File: src/rtl/seq_matmul_pkg.sv
// -----------------------------------------------------------------------------
// matmul_pkg
// Shared types and helpers for the sequential matrix multiplier.
//   state_e   : controller states (LOAD, MAC, EMIT)
//   acc_width : result width that cannot overflow for a K-term dot product
//   idx       : row-major flat index of element [r][c] in a matrix of 'cols'
// -----------------------------------------------------------------------------
package matmul_pkg;

    typedef enum logic [1:0] {
        LOAD = 2'd0,
        MAC  = 2'd1,
        EMIT = 2'd2
    } state_e;

    // Products are 2*DW wide; summing K of them needs clog2(K) extra bits.
    function automatic int acc_width(input int dw, input int k);
        return (k <= 1) ? (2 * dw) : (2 * dw + $clog2(k));
    endfunction

    function automatic int idx(input int r, input int c, input int cols);
        return r * cols + c;
    endfunction

endpackage

File: src/rtl/seq_matmul_if.sv
// -----------------------------------------------------------------------------
// seq_matmul_if
// Element-stream input and result-stream output of the matrix multiplier.
//   in_valid/in_ready/in_data            : A then B, row-major, one element/beat
//   out_valid/out_ready/out_data/out_last: C row-major, out_last on C[M-1][N-1]
// Modports: slave = the multiplier, master = producer/consumer side.
// -----------------------------------------------------------------------------
interface seq_matmul_if #(
    parameter int DW = 4,
    parameter int OW = 9
);
    logic          in_valid;
    logic          in_ready;
    logic [DW-1:0] in_data;
    logic          out_valid;
    logic          out_ready;
    logic [OW-1:0] out_data;
    logic          out_last;

    modport slave (
        input  in_valid, in_data, out_ready,
        output in_ready, out_valid, out_data, out_last
    );

    modport master (
        output in_valid, in_data, out_ready,
        input  in_ready, out_valid, out_data, out_last
    );
endinterface

File: src/rtl/seq_matmul_mac.sv
// -----------------------------------------------------------------------------
// matmul_mac
// Single multiply-accumulate unit.
//   clk, rst_n : clock, asynchronous active-low reset (acc -> 0)
//   a, b       : DW-bit operands (signed when SIGNED=1)
//   clr        : synchronous clear of the accumulator (wins over en)
//   en         : add a*b into the accumulator this cycle
//   acc        : OW-bit registered accumulator
// -----------------------------------------------------------------------------
module matmul_mac #(
    parameter int DW     = 4,
    parameter int OW     = 9,
    parameter int SIGNED = 0
) (
    input  logic          clk,
    input  logic          rst_n,
    input  logic [DW-1:0] a,
    input  logic [DW-1:0] b,
    input  logic          clr,
    input  logic          en,
    output logic [OW-1:0] acc
);

    logic          a_fill_s;
    logic          b_fill_s;
    logic [OW-1:0] a_ext_s;
    logic [OW-1:0] b_ext_s;
    logic [OW-1:0] prod_s;
    logic [OW-1:0] acc_q;

    assign a_fill_s = (SIGNED != 0) ? a[DW-1] : 1'b0;
    assign b_fill_s = (SIGNED != 0) ? b[DW-1] : 1'b0;
    assign a_ext_s  = {{(OW-DW){a_fill_s}}, a};
    assign b_ext_s  = {{(OW-DW){b_fill_s}}, b};

    // Multiplying the already-extended operands and keeping the low OW bits
    // gives the exact two's-complement (or unsigned) product, since the true
    // product always fits in OW bits.
    assign prod_s = a_ext_s * b_ext_s;

    // Accumulator register: clear has priority over accumulate
    always_ff @(posedge clk or negedge rst_n) begin
        if (!rst_n) begin
            acc_q <= '0;
        end else if (clr) begin
            acc_q <= '0;
        end else if (en) begin
            acc_q <= acc_q + prod_s;
        end
    end

    assign acc = acc_q;

endmodule

File: src/rtl/seq_matmul.sv
// -----------------------------------------------------------------------------
// seq_matmul
// Sequential C = A*B using one MAC. A (M x K) then B (K x N) arrive row-major
// on the input stream; C (M x N) leaves row-major with backpressure.
//   clk, rst_n : clock, asynchronous active-low reset
//   bus        : seq_matmul_if.slave (input stream, output stream)
//   busy       : high everywhere except idle LOAD with no element taken
// Each result takes K MAC cycles plus one cycle to present it.
// -----------------------------------------------------------------------------
module seq_matmul
    import matmul_pkg::*;
#(
    parameter int M      = 4,
    parameter int K      = 2,
    parameter int N      = 2,
    parameter int DW     = 4,
    parameter int SIGNED = 0,
    parameter int OW     = acc_width(DW, K)
) (
    input  logic        clk,
    input  logic        rst_n,
    seq_matmul_if.slave bus,
    output logic        busy
);

    localparam int NA  = M * K;
    localparam int NB  = K * N;
    localparam int NL  = NA + NB;
    localparam int CW  = $clog2(NL);
    localparam int AAW = (NA > 1) ? $clog2(NA) : 1;
    localparam int BAW = (NB > 1) ? $clog2(NB) : 1;
    localparam int IW  = (M > 1) ? $clog2(M) : 1;
    localparam int JW  = (N > 1) ? $clog2(N) : 1;
    localparam int KW  = (K > 1) ? $clog2(K) : 1;

    state_e         state_q;
    logic [CW-1:0]  load_cnt_q;
    logic [IW-1:0]  i_q;
    logic [JW-1:0]  j_q;
    logic [KW-1:0]  k_q;
    logic           in_ready_q;
    logic           out_valid_q;
    logic           out_last_q;
    logic           busy_q;

    logic [DW-1:0]  a_mem_q [NA];
    logic [DW-1:0]  b_mem_q [NB];

    logic           in_hs_s;
    logic           out_hs_s;
    logic           load_last_s;
    logic           a_sel_s;
    logic           i_last_s;
    logic           j_last_s;
    logic           k_last_s;
    logic [AAW-1:0] a_wr_addr_s;
    logic [BAW-1:0] b_wr_addr_s;
    logic [AAW-1:0] a_rd_addr_s;
    logic [BAW-1:0] b_rd_addr_s;
    logic           mac_clr_s;
    logic           mac_en_s;
    logic [OW-1:0]  acc_s;

    // in_ready is only high in LOAD, so in_valid elsewhere is never consumed.
    assign in_hs_s     = bus.in_valid & in_ready_q;
    assign out_hs_s    = out_valid_q & bus.out_ready;
    assign load_last_s = (load_cnt_q == CW'(NL - 1));
    assign a_sel_s     = (load_cnt_q < CW'(NA));
    assign i_last_s    = (i_q == IW'(M - 1));
    assign j_last_s    = (j_q == JW'(N - 1));
    assign k_last_s    = (k_q == KW'(K - 1));

    assign a_wr_addr_s = AAW'(load_cnt_q);
    assign b_wr_addr_s = BAW'(load_cnt_q - CW'(NA));
    assign a_rd_addr_s = AAW'(idx(int'(i_q), int'(k_q), K));
    assign b_rd_addr_s = BAW'(idx(int'(k_q), int'(j_q), N));

    // Element storage write port; contents are fully rewritten by every load
    always_ff @(posedge clk) begin
        if (in_hs_s) begin
            if (a_sel_s) begin
                a_mem_q[a_wr_addr_s] <= bus.in_data;
            end else begin
                b_mem_q[b_wr_addr_s] <= bus.in_data;
            end
        end
    end

    // MAC control: clear when a new dot product starts, accumulate in MAC
    always_comb begin
        mac_en_s  = 1'b0;
        mac_clr_s = 1'b0;
        case (state_q)
            LOAD: begin
                mac_en_s  = 1'b0;
                mac_clr_s = in_hs_s & load_last_s;
            end
            MAC: begin
                mac_en_s  = 1'b1;
                mac_clr_s = 1'b0;
            end
            EMIT: begin
                mac_en_s  = 1'b0;
                mac_clr_s = out_hs_s;
            end
            default: begin
                mac_en_s  = 1'b0;
                mac_clr_s = 1'b0;
            end
        endcase
    end

    matmul_mac #(
        .DW     (DW),
        .OW     (OW),
        .SIGNED (SIGNED)
    ) u_mac (
        .clk   (clk),
        .rst_n (rst_n),
        .a     (a_mem_q[a_rd_addr_s]),
        .b     (b_mem_q[b_rd_addr_s]),
        .clr   (mac_clr_s),
        .en    (mac_en_s),
        .acc   (acc_s)
    );

    // Controller FSM with registered handshake and status outputs
    always_ff @(posedge clk or negedge rst_n) begin
        if (!rst_n) begin
            state_q     <= LOAD;
            load_cnt_q  <= '0;
            i_q         <= '0;
            j_q         <= '0;
            k_q         <= '0;
            in_ready_q  <= 1'b1;
            out_valid_q <= 1'b0;
            out_last_q  <= 1'b0;
            busy_q      <= 1'b0;
        end else begin
            case (state_q)
                LOAD: begin
                    if (in_hs_s) begin
                        busy_q <= 1'b1;
                        if (load_last_s) begin
                            state_q    <= MAC;
                            in_ready_q <= 1'b0;
                            load_cnt_q <= '0;
                            i_q        <= '0;
                            j_q        <= '0;
                            k_q        <= '0;
                        end else begin
                            load_cnt_q <= load_cnt_q + CW'(1);
                        end
                    end
                end
                MAC: begin
                    if (k_last_s) begin
                        state_q     <= EMIT;
                        k_q         <= '0;
                        out_valid_q <= 1'b1;
                        out_last_q  <= i_last_s & j_last_s;
                    end else begin
                        k_q <= k_q + KW'(1);
                    end
                end
                EMIT: begin
                    if (out_hs_s) begin
                        out_valid_q <= 1'b0;
                        out_last_q  <= 1'b0;
                        if (out_last_q) begin
                            state_q    <= LOAD;
                            in_ready_q <= 1'b1;
                            busy_q     <= 1'b0;
                            i_q        <= '0;
                            j_q        <= '0;
                        end else begin
                            state_q <= MAC;
                            if (j_last_s) begin
                                j_q <= '0;
                                i_q <= i_q + IW'(1);
                            end else begin
                                j_q <= j_q + JW'(1);
                            end
                        end
                    end
                end
                default: begin
                    state_q     <= LOAD;
                    load_cnt_q  <= '0;
                    i_q         <= '0;
                    j_q         <= '0;
                    k_q         <= '0;
                    in_ready_q  <= 1'b1;
                    out_valid_q <= 1'b0;
                    out_last_q  <= 1'b0;
                    busy_q      <= 1'b0;
                end
            endcase
        end
    end

    // out_data is the accumulator itself; it is held while EMIT stalls.
    assign bus.in_ready  = in_ready_q;
    assign bus.out_valid = out_valid_q;
    assign bus.out_data  = acc_s;
    assign bus.out_last  = out_last_q;
    assign busy          = busy_q;

endmodule

File: src/flat_wrapper.sv
// flat-port wrapper written by rule: the top's interface ports become plain ports
module seq_matmul_flat import matmul_pkg::*;
#(
    parameter int M      = 4,
    parameter int K      = 2,
    parameter int N      = 2,
    parameter int DW     = 4,
    parameter int SIGNED = 0,
    parameter int OW     = acc_width(DW, K)
)
  (clk, rst_n, busy, bus_in_valid, bus_in_data, bus_out_ready, bus_in_ready, bus_out_valid, bus_out_data, bus_out_last);
  seq_matmul_if #(.DW(DW), .OW(OW)) bus_i ();
  input  logic clk;
  input  logic rst_n;
  output logic busy;
  input wire logic [$bits(bus_i.in_valid)-1:0] bus_in_valid;
  input wire logic [$bits(bus_i.in_data)-1:0] bus_in_data;
  input wire logic [$bits(bus_i.out_ready)-1:0] bus_out_ready;
  output wire logic [$bits(bus_i.in_ready)-1:0] bus_in_ready;
  output wire logic [$bits(bus_i.out_valid)-1:0] bus_out_valid;
  output wire logic [$bits(bus_i.out_data)-1:0] bus_out_data;
  output wire logic [$bits(bus_i.out_last)-1:0] bus_out_last;
  assign bus_i.in_valid = bus_in_valid;
  assign bus_i.in_data = bus_in_data;
  assign bus_i.out_ready = bus_out_ready;
  assign bus_in_ready = bus_i.in_ready;
  assign bus_out_valid = bus_i.out_valid;
  assign bus_out_data = bus_i.out_data;
  assign bus_out_last = bus_i.out_last;
  seq_matmul #(.M(M), .K(K), .N(N), .DW(DW), .SIGNED(SIGNED), .OW(OW)) u_core (.clk(clk), .rst_n(rst_n), .bus(bus_i), .busy(busy));
endmodule
File: config.mk
export PLATFORM = sky130hd
export DESIGN_NAME = seq_matmul_flat
export DESIGN_NICKNAME = d
export VERILOG_FILES = /design/src/rtl/seq_matmul_pkg.sv /design/src/rtl/seq_matmul_if.sv /design/src/rtl/seq_matmul_mac.sv /design/src/rtl/seq_matmul.sv /design/src/flat_wrapper.sv
export SDC_FILE = /design/constraint.sdc
export NUM_CORES = 1
export LEC_CHECK = 0
export BUFFER_PORTS_ARGS = -buffer_cell sky130_fd_sc_hd__buf_2
export CELL_PAD_IN_SITES_DETAIL_PLACEMENT = 0
export CELL_PAD_IN_SITES_GLOBAL_PLACEMENT = 1
export CORE_ASPECT_RATIO = 2
export CORE_UTILIZATION = 42
export CTS_CLUSTER_SIZE = 40
export DETAILED_ROUTE_END_ITERATION = 8
export PLACE_DENSITY_LB_ADDON = 0.1
export SYNTH_ARGS = -nofsm -noshare
export SYNTH_HDL_FRONTEND = slang
export SYNTH_HIERARCHICAL = 1
export SYNTH_SLANG_ARGS = --single-unit
export TNS_END_PERCENT = 100
File: constraint.sdc
create_clock -name clk -period 4.2 [get_ports clk]
set_input_delay 0.84 -clock clk [delete_from_list [all_inputs] [get_ports clk]]
set_output_delay 0.84 -clock clk [all_outputs]
set_load 0.01 [all_outputs]
Yosys cells after proc, flatten, opt, wreduce, memory -nomap -nowiden:

Memory sizes are Yosys's and may differ from the RTL's.
Cells that the tools add are included.
Widths: inputs -> output; s select.

* register bits: 23
* RAM bits: 48
* bits of input ports: 8
* output and inout port bits: 13
* word-level logic and storage cells: 96
* memories: 2

* $add $sub $neg: 8
* multiply operators: 1
* magnitude comparators: 1
* eq/ne operators: 10
* muxes and demuxes: 45
* bitwise logic cells: 8
* reductions and logical operators: 11

Memory list
* u_core.a_mem_q: depth 8, width 4, rd ports 1, clocked after memory_dff 0, wr ports 1, RTL line seq_matmul.sv:46 `logic [DW-1:0] a_mem_q [NA];`
* u_core.b_mem_q: depth 4, width 4, rd ports 1, clocked after memory_dff 0, wr ports 1, RTL line seq_matmul.sv:47 `logic [DW-1:0] b_mem_q [NB];`

Operators with widths (count)
* $mux 1: 22
* $mux 2: 9
* $mux 9: 2
* $pmux 1 s3: 6
* $pmux 2 s3: 2
* $reduce_and 4->1: 3
* $ne 2x1->1 const B: 5
* $reduce_and 5->1: 2
* $add 9x9->9: 1
* $mul 4x4->8: 1
* $mux 4: 2
* $pmux 4 s2: 1
* $reduce_and 3->1: 2
* $add 4x1->4 const B: 1
* $and 1x1->1: 4
* $eq 2x2->1 const B: 2
* $eq 4x4->1 const B: 1
* $lt 4x4->1 const B: 1
* $not 1->1: 4
* $add 3x1->3: 1
* $ne 3x1->1 const B: 1
* $add 1x1->1 const B: 2
* $add 2x1->2: 1
* $add 2x1->2 const B: 1
* 7 further kinds: 7

Depth between registers and ports, before layout:

An unclocked memory read counts as a cell.

* depth in word-level cells: 6
* gate-level depth with buffers: 17
* mapped depth without buffers: 15

By module:

The synthesis kept the hierarchy.

Modules (own cells, without submodules)
* seq_matmul: times used 1, cells each 172, area an instance 2762.6 µm², sequential area each 1793.0 µm²
* matmul_mac: times used 1, cells each 137, area an instance 1172.4 µm², sequential area each 225.2 µm²

Worst setup path after synthesis:

Ideal clock, no wire load.

* path type: reg-to-reg
* from: register u_core.k_q (netlist: u_core/k_last_s)
* to: register u_core.u_mac.acc_q[5] (netlist: u_core/u_mac/acc[5])
* setup time: 0.120 ns
* data arrival time: 4.104 ns
* data required time: 4.080 ns
* setup slack: -0.025 ns
* stages on the path, launching flop included: 16
* path buffers: 2
* period minus slack after synthesis: 4.225 ns
* cell sequence: dfrtp_1 > buf_2 > buf_4 > mux4_2 > mux2_2 > nand2_1 > fa_1 > fa_1 > fa_1 > inv_1 > ha_1 > nor2b_1 > o21a_1 > or3_1 > nand3_1 > a21oi_1

* cells in the longest elaborated chain, start to end: 6
* elaborated cells between the ends (all ways): 8
* those cells by class: 3 x add/sub; 1 x mul; 2 x mux; 2 x memory

RTL lines
* from (decl): RTL line seq_matmul.sv:40 `logic [KW-1:0] k_q;`
* from (signal assigned): RTL line seq_matmul.sv:163 `k_q <= k_q + KW'(1);`
* $add 3x1->3 / $add 2x1->2 (equally long branches): RTL line seq_matmul_pkg.sv:22 `return r * cols + c;`
* $mem_v2 8x4 / $mem_v2 4x4 (equally long branches)
* $mul 4x4->8 *: RTL line seq_matmul_mac.sv:39 `assign prod_s = a_ext_s * b_ext_s;`
* $add 9x9->9 *: RTL line seq_matmul_mac.sv:48 `acc_q <= acc_q + prod_s;`
* $mux 9 *: RTL line seq_matmul_mac.sv:47 `end else if (en) begin`
* $mux 9 *: RTL line seq_matmul_mac.sv:45 `end else if (clr) begin`
* to (signal assigned): RTL line seq_matmul_mac.sv:48
* to (decl): RTL line seq_matmul_mac.sv:29 `logic [OW-1:0] acc_q;`

Mark *: on every way between the ends. The rest lies on a longest branch, timed or not. The select of a mux whose other input is x is not followed.
A chain may end at the register's enable or synchronous reset.

Worst setup path in the final report:

Ends and elaborated chain as after synthesis.

==> results_dict.tcl <==
set metrics [dict create \
    postPlaceCellArea_um2 4250 \
    required_ns 4.39 \
    grt_usage 0.181 \
    drt_iter0_drc 77 \
    hold_class "flip-flop to flip-flop" \
    synth_enable_flop_cells 48 \
    yosysUniqueCellTypes 57 \
    ant_nets 0 \
    clk_pin_slew_worst_paths_ns 0.06 \
    grt_overflow 0 \
    hold_violations 0 \
    synth_area_leader_cell "edfxtp_1" \
    fin_worst_skew_ns 0.00661 \
    r2r-end "u_core/u_mac/acc[5]" \
    hold_end "u_core/busy" \
    cp-startpoint "u_core/k_last_s" \
    pre_cts_slack_ns -0.154 \
    cp_max_fo 6 \
    cts-root-buf "clkbuf_16" \
    grt_max_degree 24 \
    std_cell_rows 49 \
    antenna_found_initial 0 \
    finalSetupViolCount 0 \
    die_y_um 139 \
    area_growth_pct 18.5 \
    cts_made_buffers 9 \
    period_share 0.972 \
    vias_per_cell 5.39 \
    stdcell_area_um2 4660 \
    irDropWorstVdd_mv 0.219 \
    fp.coreArea_um2 9010 \
    ios 21 \
    hold_depth 1 \
    die_w_um 70.4 \
    path_class "flip-flop to flip-flop" \
    syn-num-nets 353 \
    cpPeakStageDelay_ns 0.51 \
    ys_seq_area_frac 0.513 \
    grt_pass1_wl_um 13200 \
    ys_seq_elements 71 \
    insertion_delay_ns 0.34 \
    cp_top_family "adder cells" \
    num_vias 2467 \
    yosysWarnings 6 \
    worstSetupEndpointType "flip-flop" \
    setup_slack_ns 0.116 \
    r2r_cells 14 \
    htree_num_levels 3 \
    drt_wl_total_um 8250 \
    place.gp.congestion 0.774 \
    fin_nets 395 \
    synthFlopType "edfxtp_1" \
    period_minus_slack_ns 4.08 \
    critPathBufInv 2 \
    slowest_stage "fa_1" \
    yosys-top-cells-area "edfxtp_1 37%, dfrtp_1 14%, ha_1 8.6%, mux4_2 6.9%, fa_1 4.6%" \
    reg2reg_slack_ns 0.12 \
    reg2reg_from "u_core/k_last_s" \
    drc_errors 0 \
    hpwl_um 6380 \
    fill_cells 804 \
    total_power_mw 1.50 \
    syn_inst 309 \
    final_cell_mix "48 x edfxtp_1, 34 x inv_1, 22 x nor2_1, 22 x ha_1" \
    n_antenna_cell 0 \
    cts_tree "yes" \
    syn-cell-area_um2 3940 \
    whs_ns 0.507 \
    slew_headroom 0.412 \
    cts_buffer_depth 2 \
    grt_pass1_vias 2614 \
    power.density_nw_per_um2 321 \
    drive_above_1_share 0.287 \
    rsz0062_at_grt "true" \
    cellLeakagePower_nw 1.90 \
    die-area_um2 9780 \
    status "finished clean" \
    fmax_mhz 245 \
    cp-start-kind "flip-flop" \
    max_cap_viol_count 0 \
    avgSynthCellArea_um2 12.7 \
    synthArstFlopShare 0.324 \
    slew_viol_final 0 \
    synth_top_area_share 0.366 \
    start_util 0.437 \
    final_common_cell "edfxtp_1" \
    io_buffer_count 20 \
    cp_common_cell "fa_1" \
    wl_per_cell_um 18.0 \
    clock-sinks 71 \
    cp_cell_sequence "buf_12, mux4_2, mux2_4, nand2_2, fa_1, fa_1, fa_1, inv_1, ha_4, nor2b_2, o21a_1, or3_1, nand3_1, a21oi_1" \
    worst_slew_pin_slew_ns 0.881 \
    cp.arrival_ns 4.28 \
    drt_pass1_iterations 4 \
    hold_start "u_core/busy" \
    cts_hold_buf 0 \
]
[sequential cells by signal, indices dropped and copies added, names as in the netlist, 2 cells and up]
register	count
u_core/a_mem_q	32
u_core/b_mem_q	16
u_core/i_q	2
u_core/load_cnt_q	4
u_core/state_q	2
u_core/u_mac/acc	9
[stage by stage]
| step | utilization | TNS, ns | instances |
|---|---|---|---|
| CTS | 0.506 | 0 | 457 |
| floorplan | - | 0 | 309 |
| finish | 0.517 | 0 | 458 |
| detailed placement | 0.471 | -0.480 | 441 |
| global route | 0.517 | -0.0534 | 458 |
| global placement | 0.471 | -0.295 | 441 |
[worst reg2reg max path, cell delays in order (launching register included)]
cell     delay, ns
dfrtp_2       0.39
buf_12        0.13
mux4_2        0.49
mux2_4        0.29
nand2_2       0.08
fa_1          0.43
fa_1          0.46
fa_1          0.51
inv_1         0.06
ha_4          0.26
nor2b_2       0.16
o21a_1        0.19
or3_1         0.31
nand3_1       0.09
a21oi_1       0.08
[report_power, final]
group          switching, mW  total [mW]  internal [mW]  leakage [nW]
Sequential                 0       0.748          0.748         0.685
Combinational         0.0123      0.0146        0.00238          1.08
Clock                  0.324       0.736          0.412         0.135
Total                  0.337        1.50           1.16          1.90
[metal layers]
metal / GRT usage / part of all wire
met2: 0.346 / 0.59
met4: 0.0853 / 0.025
met5: 0 / 0
met3: 0.0283 / 0.022
met1: 0.184 / 0.36
[repair_timing]
action	4_1_cts	5_1_grt
setup buffers	0	1
endpoints found under the setup margin	4	5
pin swaps	1	8
resized for setup	5	18
hold endpoints to repair	0	0
[cell families after synthesis]
group / Yosys count / share of synthesized area
simple gates: 92 / 0.122
flops: 71 / 0.513
buf+inv: 45 / 0.0496
compound gates: 42 / 0.0852
fa+ha+maj: 36 / 0.132
mux: 23 / 0.0989
[final cells by class]
class	count	area [µm²]	share of cell area
Tap cell	102	128	0.0274
Inverter	36	135	0.0290
Clock inverter	7	61.3	0.0131
Sequential cell	71	2020	0.433
Clock buffer	9	225	0.0483
Timing Repair Buffer	40	270	0.0580
Multi-Input combinational cell	193	1820	0.391
[Yosys cell counts, types with 2 or more instances]
cell      instances
edfxtp_1         48
inv_1            36
ha_1             27
nand2_1          23
dfrtp_1          22
nor2_1           22
and2_1           13
mux4_2           12
fa_1              9
a21oi_1           8
mux2_2            7
nor3_1            7
nand3_1           6
o21ai_0           5
mux2i_1           4
nor2b_1           4
a21o_1            3
and3_1            3
buf_2             3
a211oi_1          2
a21boi_1          2
a22oi_1           2
buf_6             2
clkbuf_1          2
nand2b_1          2
o21ai_2           2
o21bai_1          2
or4_1             2
[how the worst max path moves through the flow]
| stage | slack [ns] | endpoint | cells after the start |
|---|---|---|---|
| floorplan | 0.01 | u_core/u_mac/acc[5] | 15 |
| global placement | -0.09 | u_core/u_mac/acc[5] | 13 |
| detailed placement | -0.15 | u_core/u_mac/acc[8] | 16 |
| CTS | 0.007 | u_core/u_mac/acc[8] | 15 |
| global route | -0.03 | u_core/u_mac/acc[6] | 16 |
| finish | 0.12 | u_core/u_mac/acc[5] | 14 |
No activity file was read; power rests on OpenSTA's default activity.
